$ cat config.mk
export PLATFORM = sky130hd
export DESIGN_NAME = stream_xbar_datapath
export DESIGN_NICKNAME = d
export VERILOG_FILES = /design/src/rtl/stream_xbar_pkg.sv /design/src/rtl/stream_out_fifo.sv /design/src/rtl/stream_xbar_datapath.sv
export SDC_FILE = /design/constraint.sdc
export NUM_CORES = 1
export LEC_CHECK = 0
export BUFFER_PORTS_ARGS = -buffer_cell sky130_fd_sc_hd__buf_2
export CORE_MARGIN = 10
export CORE_UTILIZATION = 50
export CTS_CLUSTER_DIAMETER = 30
export DETAILED_ROUTE_END_ITERATION = 10
export GPL_TIMING_DRIVEN = 0
export PLACE_DENSITY = 0.73
export SLEW_MARGIN = 20
export SYNTH_ARGS = -nofsm -noshare
export SYNTH_HDL_FRONTEND = slang
export SYNTH_SLANG_ARGS = --single-unit
$ cat constraint.sdc
create_clock -name clk_i -period 2.6 [get_ports clk_i]
set_clock_uncertainty 0.2 [all_clocks]
set_input_delay 0.52 -clock clk_i [delete_from_list [all_inputs] [get_ports clk_i]]
set_output_delay 0.52 -clock clk_i [all_outputs]
set_load 0.1 [all_outputs]
$ cat src/rtl/stream_xbar_pkg.sv
// Shared types and helpers for the stream crossbar data path and arbiter.
package stream_xbar_pkg;

    // Per-output routing state: waiting for a grant, or bound to one source.
    typedef enum logic {
        XBAR_IDLE   = 1'b0,
        XBAR_LOCKED = 1'b1
    } xbar_state_t;

    // Index width that never collapses to zero bits for tiny counts.
    function automatic int clog2_safe(input int n);
        return (n <= 2) ? 1 : $clog2(n);
    endfunction

endpackage

$ cat src/rtl/stream_out_fifo.sv
// First-word-fall-through FIFO used once per crossbar output.
module stream_out_fifo
    import stream_xbar_pkg::*;
#(
    parameter  int WIDTH = 8,
    parameter  int DEPTH = 2,
    localparam int AW    = clog2_safe(DEPTH)
)(
    input  logic             clk_i,
    input  logic             rst_i,
    input  logic             push_i,
    input  logic [WIDTH-1:0] data_i,
    input  logic             pop_i,
    output logic [WIDTH-1:0] data_o,
    output logic             full_o,
    output logic             empty_o
);

    logic [WIDTH-1:0] r_mem [DEPTH];
    logic [AW-1:0]    r_wr_ptr;
    logic [AW-1:0]    r_rd_ptr;
    logic [AW:0]      r_count;
    logic             w_wr;
    logic             w_rd;

    assign full_o  = (r_count == (AW+1)'(DEPTH));
    assign empty_o = (r_count == '0);
    assign w_wr    = push_i && !full_o;
    assign w_rd    = pop_i && !empty_o;
    assign data_o  = r_mem[r_rd_ptr];

    // Storage has no reset: stale entries are never visible because count gates them.
    always_ff @(posedge clk_i) begin
        if (w_wr) begin
            r_mem[r_wr_ptr] <= data_i;
        end
    end

    // Pointers wrap naturally because the depth is a power of two.
    always_ff @(posedge clk_i or posedge rst_i) begin
        if (rst_i) begin
            r_wr_ptr <= '0;
            r_rd_ptr <= '0;
            r_count  <= '0;
        end else begin
            if (w_wr) begin
                r_wr_ptr <= r_wr_ptr + AW'(1);
            end
            if (w_rd) begin
                r_rd_ptr <= r_rd_ptr + AW'(1);
            end
            if (w_wr && !w_rd) begin
                r_count <= r_count + (AW+1)'(1);
            end else if (w_rd && !w_wr) begin
                r_count <= r_count - (AW+1)'(1);
            end
        end
    end

endmodule

$ cat src/rtl/stream_xbar_datapath.sv
// Packet-atomic crossbar data path: each output locks to one granted source
// until that source's last beat, buffering beats in a per-output FIFO.
module stream_xbar_datapath
    import stream_xbar_pkg::*;
#(
    parameter  int T_DATA_WIDTH   = 8,
    parameter  int S_DATA_COUNT   = 2,
    parameter  int M_DATA_COUNT   = 3,
    parameter  int OUT_FIFO_DEPTH = 2,
    localparam int T_ID___WIDTH   = clog2_safe(S_DATA_COUNT),
    localparam int T_DEST_WIDTH   = clog2_safe(M_DATA_COUNT)
)(
    input  logic                                     clk_i,
    input  logic                                     rst_i,
    input  logic [S_DATA_COUNT-1:0][T_DATA_WIDTH-1:0] s_data_i,
    input  logic [S_DATA_COUNT-1:0][T_DEST_WIDTH-1:0] s_dest_i,
    input  logic [S_DATA_COUNT-1:0]                   s_last_i,
    input  logic [S_DATA_COUNT-1:0]                   s_valid_i,
    output logic [S_DATA_COUNT-1:0]                   s_ready_o,
    output logic [M_DATA_COUNT-1:0][T_DATA_WIDTH-1:0] m_data_o,
    output logic [M_DATA_COUNT-1:0][T_ID___WIDTH-1:0] m_id_o,
    output logic [M_DATA_COUNT-1:0]                   m_last_o,
    output logic [M_DATA_COUNT-1:0]                   m_valid_o,
    input  logic [M_DATA_COUNT-1:0]                   m_ready_i,
    input  logic [M_DATA_COUNT-1:0][T_ID___WIDTH-1:0] grant_i,
    input  logic [M_DATA_COUNT-1:0]                   grant_valid_i,
    output logic [M_DATA_COUNT-1:0]                   grant_ack_o
);

    localparam int FIFO_W = T_ID___WIDTH + T_DATA_WIDTH + 1;

    logic [M_DATA_COUNT-1:0]                   w_locked;
    logic [M_DATA_COUNT-1:0][T_ID___WIDTH-1:0] w_lock_id;
    logic [S_DATA_COUNT-1:0][M_DATA_COUNT-1:0] w_ready_sel;

    genvar gi, gj;
    generate
        for (gi = 0; gi < M_DATA_COUNT; gi++) begin : gen_out
            xbar_state_t       r_state;
            xbar_state_t       w_state_next;
            logic [T_ID___WIDTH-1:0] r_lock_id;
            logic              r_ack;
            logic [T_ID___WIDTH-1:0] w_grant;
            logic              w_grant_ok;
            logic              w_lock_req;
            logic              w_src_valid;
            logic              w_src_last;
            logic              w_push;
            logic              w_pop;
            logic              w_full;
            logic              w_empty;
            logic [FIFO_W-1:0] w_fifo_in;
            logic [FIFO_W-1:0] w_fifo_out;

            // A grant only counts if its source is presenting a packet aimed here.
            assign w_grant     = grant_i[gi];
            assign w_grant_ok  = (32'(w_grant) < S_DATA_COUNT);
            assign w_lock_req  = grant_valid_i[gi] && w_grant_ok && s_valid_i[w_grant]
                                 && (s_dest_i[w_grant] == T_DEST_WIDTH'(gi));
            assign w_src_valid = s_valid_i[r_lock_id];
            assign w_src_last  = s_last_i[r_lock_id];
            assign w_push      = (r_state == XBAR_LOCKED) && w_src_valid && !w_full;
            assign w_pop       = !w_empty && m_ready_i[gi];

            // Routing state register.
            always_ff @(posedge clk_i or posedge rst_i) begin
                if (rst_i) begin
                    r_state <= XBAR_IDLE;
                end else begin
                    r_state <= w_state_next;
                end
            end

            // Lock on an accepted grant; release on the pushed last beat.
            always_comb begin
                w_state_next = r_state;
                case (r_state)
                    XBAR_IDLE:   if (w_lock_req) w_state_next = XBAR_LOCKED;
                    XBAR_LOCKED: if (w_push && w_src_last) w_state_next = XBAR_IDLE;
                    default:     w_state_next = XBAR_IDLE;
                endcase
            end

            // Capture the locked source and pulse ack after the last beat is taken.
            always_ff @(posedge clk_i or posedge rst_i) begin
                if (rst_i) begin
                    r_lock_id <= '0;
                    r_ack     <= 1'b0;
                end else begin
                    r_ack <= w_push && w_src_last;
                    if ((r_state == XBAR_IDLE) && w_lock_req) begin
                        r_lock_id <= w_grant;
                    end
                end
            end

            assign w_fifo_in = {r_lock_id, s_data_i[r_lock_id], w_src_last};

            stream_out_fifo #(
                .WIDTH (FIFO_W),
                .DEPTH (OUT_FIFO_DEPTH)
            ) u_fifo (
                .clk_i   (clk_i),
                .rst_i   (rst_i),
                .push_i  (w_push),
                .data_i  (w_fifo_in),
                .pop_i   (w_pop),
                .data_o  (w_fifo_out),
                .full_o  (w_full),
                .empty_o (w_empty)
            );

            // Payload is zeroed whenever no beat is presented.
            assign m_valid_o[gi] = !w_empty;
            assign {m_id_o[gi], m_data_o[gi], m_last_o[gi]} = w_empty ? '0 : w_fifo_out;
            assign grant_ack_o[gi] = r_ack;
            assign w_locked[gi]    = (r_state == XBAR_LOCKED);
            assign w_lock_id[gi]   = r_lock_id;

            for (gj = 0; gj < S_DATA_COUNT; gj++) begin : gen_sel
                assign w_ready_sel[gj][gi] = w_locked[gi]
                                             && (r_lock_id == T_ID___WIDTH'(gj)) && !w_full;
            end
        end

        for (gj = 0; gj < S_DATA_COUNT; gj++) begin : gen_ready
            assign s_ready_o[gj] = |w_ready_sel[gj];
        end
    endgenerate

endmodule
# Word level (Yosys, flattened, before mapping)
# Memories as Yosys holds them, arrays and structs flattened.
# Cells that the tools add are included.
# classes
magnitude_cmp	6
n_mux	54
bitwise	6
n_reduce_logical	66
addsub	12
n_eq_ne	5
# op_table
operator	n
two-way mux 8 bit	6
logical AND 1 bit	45
two-way mux 1 bit	30
two-way mux 10 bit	3
two-way mux 2 bit	12
logical NOT 1 bit	12
< comparator 1 x 2 -> 1 bit, second input constant	6
equality test 2 bit, second input constant	4
logical NOT 2 bit	4
adder 1 bit, second input constant	6
adder 2 x 1 -> 2 bit, second input constant	3
inverter 1 bit	6
one-hot mux 1 bit (2 select lines)	3
nonzero test 2 bit	3
OR reduction 3 bit	2
subtractor 2 x 1 -> 2 bit, second input constant	3
equality test 2 x 1 -> 1 bit, second input constant	1
# totals
ramBits	60
output_inout_bits	38
mem_count	3
register_bits	21
# mem_list
memory	depth	width	read_ports	rd_ports_with_merged_regs	wr	line	rtl
gen_out[0].u_fifo.r_mem	2	10	1	0	1	stream_out_fifo.sv:19	logic [WIDTH-1:0] r_mem [DEPTH];
gen_out[1].u_fifo.r_mem	2	10	1	0	1	stream_out_fifo.sv:19	
gen_out[2].u_fifo.r_mem	2	10	1	0	1	stream_out_fifo.sv:19	

# Depth between registers and ports, before layout
# Gate-level depths: netlist of run 1.
# depth
ltp_word	9
depth_mapped	7
depth_no_buf	7

# Hierarchy
# From an unflattened synthesis of run 1, not the netlist that was laid out.
# hier_totals
hier_cells	280
area_unflattened_um2	3886.2
# modules_own_cells
mod	area_each_um2	cells_per_inst	seq_area_each_um2	instances
stream_out_fifo	923.4	51	700.7	3
stream_xbar_datapath	1116.1	127	225.2	1

# Least setup slack after synthesis of run 1
# Ideal clock, no wire load.
# synth_timing
path_type	register to output
startpoint	reg gen_out[0].u_fifo.r_count[1]
endpoint	out s_ready_o[0]
t_arrival_ns	2.286
path_buffers	0
slack_ns	-0.406
stages_incl_launch_ff	4
required_time_ns	1.880
path_cell_list	dfrtp_1 > nor2b_1 > nand2b_1 > o221ai_1
# synth_via
elab_chain_len	4
# synth_rtl
item	line	rtl
start, declared	stream_out_fifo.sv:22	logic [AW:0] r_count;
start signal, assigned	stream_out_fifo.sv:53	r_count <= r_count + (AW+1)'(1);
start signal, assigned	stream_out_fifo.sv:55	r_count <= r_count - (AW+1)'(1);
equality test 2 bit	stream_out_fifo.sv:26	assign full_o = (r_count == (AW+1)'(DEPTH));
logical NOT 1 bit	stream_xbar_datapath.sv:122	&& (r_lock_id == T_ID___WIDTH'(gj)) && !w_full;
logical AND 1 bit	stream_xbar_datapath.sv:122	
OR reduction 3 bit	stream_xbar_datapath.sv:127	assign s_ready_o[gj] = |w_ready_sel[gj];
end, declared	stream_xbar_datapath.sv:19	output logic [S_DATA_COUNT-1:0] s_ready_o,
# Every way passes these cells.

# Worst setup path after layout of run 1
# layout_timing
startpoint	reg gen_out[1].r_lock_id
endpoint	out s_ready_o[1]
# layout_via
elab_chain_len	3
# layout_rtl
item	line	rtl
start, declared	stream_xbar_datapath.sv:41	logic [T_ID___WIDTH-1:0] r_lock_id;
start signal, assigned	stream_xbar_datapath.sv:92	r_lock_id <= w_grant;
logical AND 1 bit (2 in series)	stream_xbar_datapath.sv:122	
OR reduction 3 bit	stream_xbar_datapath.sv:127	
# Every way passes these cells.

==> impl_metrics.toml, run 1 <==
[final_layout]
utilization = 0.625
multi_input_area_mm2 = 0.00136
n_antenna_cell = 0
fin_nets = 388
area_growth_pct = 21.9
regArea_mm2 = 0.00233
drive_gt1_frac = 0.462
fill_cells = 580

[logic_synthesis]
async_flop_share = 0.259
synth_warnings = 0
synth_common_cells = "60 x edfxtp_1, 37 x nor2_1, 33 x mux2i_1"
yosysMostFrequentCell = "edfxtp_1"
synth-edff-count = 60
synthTopCellsByArea = "edfxtp_1 49%, dfrtp_1 14%, mux2i_1 8.9%"
synth_top_area_frac = 0.487
syn_inst = 266
synth_flop_cell = "edfxtp_1"
ys_seq_elements = 81
synth-seq-area-share = 0.629
yosysTopAreaCell = "edfxtp_1"
synth_area_mm2 = 0.00370
syn-num-nets = 304
postSynthAreaPerCell_um2 = 13.9
synth_cell_types = 31

[routing]
dr.first_iter.drc_count = 59
first_pass_iters = 4
via_count = 2321
wl_per_cell_um = 17.4
viasPerCell = 5.11
postRouteWirelength_mm = 7.89
antenna_left = 0
drc = 0

[critical_path]
path_class = "reg -> out"
crit_fanout = 10
crit_path_start_kind = "flop"
worst_ep_required_time_ns = 1.88
endpoint_kind = "output pin"
worstPathArrival_ns = 1.77

[cts]
clock_sinks = 81
cts-root-buf = "clkbuf_8"
cts_tree = "built"
max-clock-path-buffers = 2
h-tree-depth = 3
clk_pin_slew_ns = 0.08
insertion_delay_ns = 0.34
cts_made_buffers = 9

[grt]
grt_pass1_vias = 2555
grt_pass1_wl_mm = 13.0
overflow = 0
grt_max_degree = 22
antenna_found_initial = 0
grt.total_usage = 0.147

[timing]
setup_violations = 0
setup_tns_ns = 0
hold_violations = 0
rsz0062_at_grt = "false"
maxSlewViolCount = 0
relSlewSlack = 0.424
worst_slew_pin_slew_ns = 0.863
min_period_over_period = 0.958
fmax_ghz = 0.401
period_needed_ns = 2.49
holdWs_ns = 0.138

[run_status]
status = "completed"

[floorplan]
start_util = 0.513
fp.dieH_um = 106
die_w_um = 106
io_pins = 73
die_area_mm2 = 0.0112
core_mm2 = 0.00721
row_count = 31

[flow_run]
drv_cap = 0

[placed_design]
hpwlAfterDp_mm = 5.87
place_congestion = 0.791
port_buffers = 72

[hold_path]
hold_path.class = "in -> async"
per-layer routing:
layer	vias up	routed length (µm)	GRT usage
met5	-	0	0
met4	0	103	0.0590
met3	10	430	0.0399
met2	68	3900	0.241
met1	1121	3460	0.179
li1	1122	-	-
state kept, by name (all words and copies together) (netlist names):
name / cells
gen_out.r_ack: 3
gen_out.r_lock_id: 3
gen_out.r_state: 3
gen_out.u_fifo.r_count: 6
gen_out.u_fifo.r_mem: 60
gen_out.u_fifo.r_rd_ptr: 3
gen_out.u_fifo.r_wr_ptr: 3
logic make-up after synthesis:
group | count (synthesis) | share of synthesized area
simple gates | 67 | 0.0947
compound gates | 16 | 0.0301
xor+xnor | 15 | 0.0355
flops | 81 | 0.629
mux | 60 | 0.171
fa+ha+maj | 3 | 0.0101
buf+inv | 24 | 0.0294
layout by cell type, fill, tap and decap left out, types with 2 or more instances in the layout:
| master | Yosys | final |
|---|---|---|
| a21oi_1 | 2 | 2 |
| a32o_1 | 2 | 2 |
| and2_1 | 6 | 6 |
| and3b_1 | 2 | 2 |
| buf_2 | 6 | 74 |
| buf_4 | 3 | 4 |
| bufinv_16 | 0 | 2 |
| clkbuf_2 | 0 | 3 |
| clkbuf_4 | 0 | 4 |
| clkbuf_8 | 0 | 9 |
| clkinv_2 | 0 | 3 |
| dfrtp_1 | 21 | 21 |
| edfxtp_1 | 60 | 60 |
| ha_1 | 3 | 3 |
| inv_1 | 12 | 12 |
| mux2_2 | 27 | 27 |
| mux2i_1 | 33 | 33 |
| nand2_1 | 5 | 5 |
| nand2b_1 | 2 | 2 |
| nor2_1 | 37 | 7 |
| nor2_2 | 0 | 30 |
| nor2b_1 | 6 | 5 |
| nor3_2 | 0 | 2 |
| nor3_4 | 3 | 3 |
| o211ai_1 | 3 | 3 |
| o21ai_0 | 2 | 2 |
| o21ai_1 | 3 | 3 |
| o221ai_1 | 2 | 2 |
| xnor2_1 | 8 | 8 |
| xor2_1 | 7 | 7 |
critical path, stage by stage, from the launching register on:
cell and delay (ns):
dfrtp_1 0.48, buf_2 0.33, o211ai_1 0.15, o221ai_1 0.10
clkbuf_4 0.37
cell type report:
class                   instances  share of cell area
clock inverters                 6              0.0183
plain buffers                  12              0.0150
clock buffers                  10              0.0283
multi-input cells             161               0.301
flip-flops and latches         81               0.516
repair buffers                 73              0.0838
well taps                      99              0.0275
inverters                      12             0.00999
path summary, 6_finish.rpt:
kind | startpoint | endpoint | slack [ns] | depth (start not counted)
setup / recovery | gen_out[1].r_lock_id | s_ready_o[1] | 0.11 | 4
setup reg to reg | gen_out[0].u_fifo.r_count[1] | gen_out[0].u_fifo.r_mem[0][1] | 0.54 | 3
hold / removal | rst_i | gen_out[0].u_fifo.r_count[1] | 0.14 | 2
hold reg to reg | gen_out[0].u_fifo.r_count[1] | gen_out[0].u_fifo.r_count[1] | 0.29 | 1
max in group asynchronous | rst_i | gen_out[2].u_fifo.r_rd_ptr | 1.52 | 2
min in group clk_i | grant_i[1] | gen_out[1].r_lock_id | 0.24 | 3
what timing repair did:
action | in CTS | in global routing
hold buffers | 0 | 0
setup endpoints to repair | 21 | 4
setup buffers | 0 | 0
gates resized for setup | 3 | 5
through the flow:
step	worst slack, ns	instance area [µm²]	cells
floorplan	-0.406	3780	266
global placement	-0.529	4260	437
detailed placement	0.224	4280	438
CTS	0.00303	4500	454
global route	0.00236	4510	454
finish	0.108	4510	454
Power of run 1 is left out: the tool's default activity adds up to more than one toggle a clock period on the data nets, which glitch-free logic cannot reach.
==> inputs of run 2 (changes only) <==
==> constraint.sdc (replaced) <==
create_clock -name clk_i -period 2.6 [get_ports clk_i]
set_clock_uncertainty 0.2 [all_clocks]
set_input_delay 0.26 -clock clk_i [delete_from_list [all_inputs] [get_ports clk_i]]
set_output_delay 0.26 -clock clk_i [all_outputs]
set_load 0.1 [all_outputs]
==> run 2 against run 1 <==
  * Worst hold slack got worse by 0.13 ns
  * Flip-flop and latch count unchanged
  * Clock-buffer cell count decreased by 1
  * Setup slack improved by 0.13 ns
  * Critical endpoint unchanged
  * Non-clock buffer count increased by 6
  * Register-to-register slack got worse by 0.03 ns
  * Final cell count increased by 1.3%
  * Maximum frequency increased by 5.6%
==> impl_metrics.toml, run 2 (same netlist as run 1, synthesis figures left out) <==
[floorplan]
io_pins = 73
start_util = 0.513
row_count = 31
fp.dieH_um = 106
core_mm2 = 0.00721
die_area_mm2 = 0.0112
die_w_um = 106

[grt]
grt.total_usage = 0.144
grt_max_degree = 22
grt_pass1_wl_mm = 12.9
overflow = 0
antenna_found_initial = 0
grt_pass1_vias = 2594

[timing]
fmax_ghz = 0.424
relSlewSlack = 0.413
maxSlewViolCount = 0
worst_slew_pin_slew_ns = 0.875
period_needed_ns = 2.36
hold_violations = 0
setup_tns_ns = 0
setup_violations = 0
min_period_over_period = 0.908
rsz0062_at_grt = "false"

[routing]
wl_per_cell_um = 17.3
first_pass_iters = 4
viasPerCell = 5.15
antenna_left = 0
postRouteWirelength_mm = 7.96
drc = 0
via_count = 2369
dr.first_iter.drc_count = 72

[final_layout]
area_growth_pct = 21.2
fill_cells = 601
largest_reg_flops = 60
reg_top3 = "gen_out.u_fifo.r_mem: 60 flops, gen_out.u_fifo.r_count: 6 flops"
drive_gt1_frac = 0.366
utilization = 0.622
n_antenna_cell = 0
final_cell_mix = "80 x buf_2, 60 x edfxtp_1, 37 x nor2_1, 33 x mux2i_1, 27 x mux2_2"
largest-register = "gen_out.u_fifo.r_mem"
fin_nets = 394
final_area_mm2 = 0.00449
final_common_cell = "buf_2"
multi_input_area_mm2 = 0.00128
regArea_mm2 = 0.00233

[cts]
cts_resized = 0
cts_tree = "built"
cts_made_buffers = 9
h-tree-depth = 3
insertion_delay_ns = 0.35
cts_hold_buf = 5
clk_pin_slew_ns = 0.08
cts_setup_buffers = 0
max-clock-path-buffers = 2
cts-root-buf = "clkbuf_8"
clock_sinks = 81

[critical_path]
crit_slowest_cell = "buf_2"
crit_fanout = 10
path_class = "reg -> out"
worst_ep_required_time_ns = 2.14
path_cells = "buf_2, inv_1, o221ai_1, buf_2"
crit_top_cell = "buf_2"
slowest_delay_ns = 0.47
worstPathArrival_ns = 1.90
endpoint_kind = "output pin"
crit_path_start_kind = "flop"

[run_status]
status = "completed"

[placed_design]
port_buffers = 72
place_congestion = 0.795
dpl_cell_area_mm2 = 0.00421
hpwlAfterDp_mm = 5.82

[flow_run]
drv_cap = 0

[hold_path]
hold_path.class = "in -> reg"
[run 2: layout make-up]
type	count	area share
multi-input cells	161	0.286
well taps	99	0.0276
repair buffers	79	0.0937
plain buffers	12	0.0142
clock inverters	7	0.0226
flip-flops and latches	81	0.519
clock buffers	9	0.0276
inverters	12	0.0100
[run 2: critical path, delay by kind of cell, from the launching register on]
kind / cells / cell delay (ns)
AOI/OAI and AO/OA: 1 / 0.21
buffers and inverters: 3 / 0.88
DFF: 1 / 0.46
[run 2: layer usage]
layer | vias to the layer above | GRT usage | part of all wire
met5 | - | 0 | 0
met4 | 0 | 0.0658 | 0.021
met3 | 14 | 0.0374 | 0.056
met2 | 76 | 0.233 | 0.48
met1 | 1141 | 0.178 | 0.45
li1 | 1138 | - | -
[run 2: worst paths after layout]
kind	start	slack, ns	end	depth (start not counted)
hold / removal	m_ready_i[2]	0.005	gen_out[2].u_fifo.r_rd_ptr	3
min in group asynchronous	rst_i	0.42	gen_out[0].r_state	3
setup reg to reg	gen_out[0].u_fifo.r_count[1]	0.51	gen_out[0].u_fifo.r_mem[0][4]	3
max in group asynchronous	rst_i	1.25	gen_out[2].u_fifo.r_wr_ptr	3
setup / recovery	gen_out[2].r_lock_id	0.24	s_ready_o[1]	4
hold reg to reg	gen_out[2].u_fifo.r_wr_ptr	0.30	gen_out[2].u_fifo.r_wr_ptr	1
[run 2: stage by stage]
step                hold slack [ns]  worst slack (ns)  cells
floorplan                    0.0365            -0.146    266
global placement              0.271            -0.322    437
detailed placement            0.282             0.483    439
CTS                         0.00342             0.213    460
global route                 0.0149             0.102    460
finish                      0.00451             0.240    460
Power of run 2 is left out for the same reason.
==> inputs of run 3 (changes only) <==
- clock period: 2.6 -> 2.4 ns (I/O delays scaled with it)
==> run 3 against run 2 <==
  * First-iteration DRC count increased by 9.7%
  * Critical path depth did not move
  * Non-clock buffer count increased by 1
  * Core utilization grew 1.1 points
  * Die area is the same
  * Setup slack worse by 0.10 ns
  * Flip-flop and latch count is the same
  * Critical path type unchanged
  * Critical endpoint is now m_data_o[15]
  * Largest cell class unchanged
  * Highest routed layer unchanged
==> impl_metrics.toml, run 3 (same netlist as run 1, synthesis figures left out) <==
[floorplan]
die_w_um = 106
fp.dieH_um = 106
start_util = 0.513
io_pins = 73
die_area_mm2 = 0.0112
core_mm2 = 0.00721
row_count = 31

[final_layout]
area_growth_pct = 23.3
reg_top3 = "gen_out.u_fifo.r_mem: 60 flops, gen_out.u_fifo.r_count: 6 flops"
fin_nets = 395
final_common_cell = "buf_2"
fill_cells = 575
drive_gt1_frac = 0.439
final_cell_mix = "77 x buf_2, 60 x edfxtp_1, 33 x mux2i_1, 27 x nor2_2, 27 x mux2_2"
n_antenna_cell = 0
largest-register = "gen_out.u_fifo.r_mem"
largest_reg_flops = 60

[routing]
postRouteWirelength_mm = 7.91
via_count = 2366
dr.first_iter.drc_count = 79
wl_per_cell_um = 17.1
drc = 0
antenna_left = 0
viasPerCell = 5.13
first_pass_iters = 4

[cts]
cts_made_buffers = 9
h-tree-depth = 3
clk_pin_slew_ns = 0.08
clock_sinks = 81
insertion_delay_ns = 0.35
max-clock-path-buffers = 2
cts_setup_buffers = 0
cts_tree = "built"
cts-root-buf = "clkbuf_8"

[hold_path]
holdPathEnd = "gen_out[1].u_fifo.r_mem[0][6]"
hold_start = "s_data_i[5]"
hold_depth = 2
hold_path.class = "in -> reg"

[grt]
overflow = 0
grt.total_usage = 0.143
grt_max_degree = 22
grt_pass1_wl_mm = 12.8
grt_pass1_vias = 2546
antenna_found_initial = 0

[critical_path]
worst_ep_required_time_ns = 1.96
r2r_slack_ns = 0.35
worstPathArrival_ns = 1.82
reg2reg_from = "gen_out[0].u_fifo.r_count[1]"
crit_path_start_kind = "flop"
reg2reg_depth = 3
rr_endpoint = "gen_out[0].u_fifo.r_mem[0][8]"
endpoint_kind = "output pin"
path_class = "reg -> out"
crit_fanout = 10

[placed_design]
place_congestion = 0.829
port_buffers = 72
dp_slack_ns = 0.271
hpwlAfterDp_mm = 5.87

[timing]
min_period_over_period = 0.943
period_needed_ns = 2.26
relSlewSlack = 0.421
maxSlewViolCount = 0
rsz0062_at_grt = "false"
setup_tns_ns = 0
worst_slew_pin_slew_ns = 0.867
setup_violations = 0
fin_ws_ns = 0.138
fmax_ghz = 0.442
hold_violations = 0

[run_status]
status = "completed"

[flow_run]
drv_cap = 0
## run 3: final cells by class
type	count	area, µm²	share of cell area
inverter	12	45.0	0.00987
sequential	81	2330	0.510
buffer	12	67.6	0.0148
clock buffer	10	128	0.0280
timing repair buffer	80	440	0.0965
clock inverter	6	82.6	0.0181
tap	99	124	0.0271
multi-input combinational	161	1350	0.296
## run 3: how the worst max path moves through the flow
stage | start | end | slack [ns] | depth (start not counted)
3_5_place_dp | gen_out[1].u_fifo.r_count[0] | m_data_o[15] | 0.27 | 4
6_report | gen_out[1].u_fifo.r_count[0] | m_data_o[15] | 0.14 | 4
3_3_place_gp | gen_out[1].r_lock_id | gen_out[1].u_fifo.r_mem[0][3] | -0.54 | 2
5_1_grt | gen_out[1].u_fifo.r_count[0] | m_data_o[15] | 0.01 | 4
4_1_cts | gen_out[2].r_lock_id | s_ready_o[1] | 0.03 | 4
2_1_floorplan | gen_out[0].u_fifo.r_count[1] | s_ready_o[0] | -0.33 | 3
## run 3: repair_timing
item / 4_1_cts / 5_1_grt
endpoints found under the setup margin: 10 / 15
gates resized for setup: 1 / 5
hold buffers: 7 / 0
endpoints found under the hold margin: 27 / 0
## run 3: routing by layer
metal  part of all wire  wire length [µm]  global-route usage  vias up
li1                   -                 -                   -     1137
met1               0.44              3510               0.177     1147
met2               0.49              3870               0.237       69
met3              0.051               404              0.0411       13
met4              0.015               121              0.0455        0
met5                  0                 0                   0        -
## run 3: worst max-delay path, stage by stage (launching register included)
cell and delay (ns):
dfrtp_1 0.45, nor2_1 0.10, clkbuf_2 0.27, nor2_1 0.21
buf_2 0.45
## run 3: through the flow
step,instance area (µm²),cells,utilization,hold slack (ns)
floorplan,3770,266,-,0.0165
global placement,4250,437,0.589,0.258
detailed placement,4280,438,0.593,0.245
CTS,4560,461,0.632,0.0251
global route,4560,461,0.633,0.0299
finish,4560,461,0.633,0.0394
Power of run 3 is left out for the same reason.
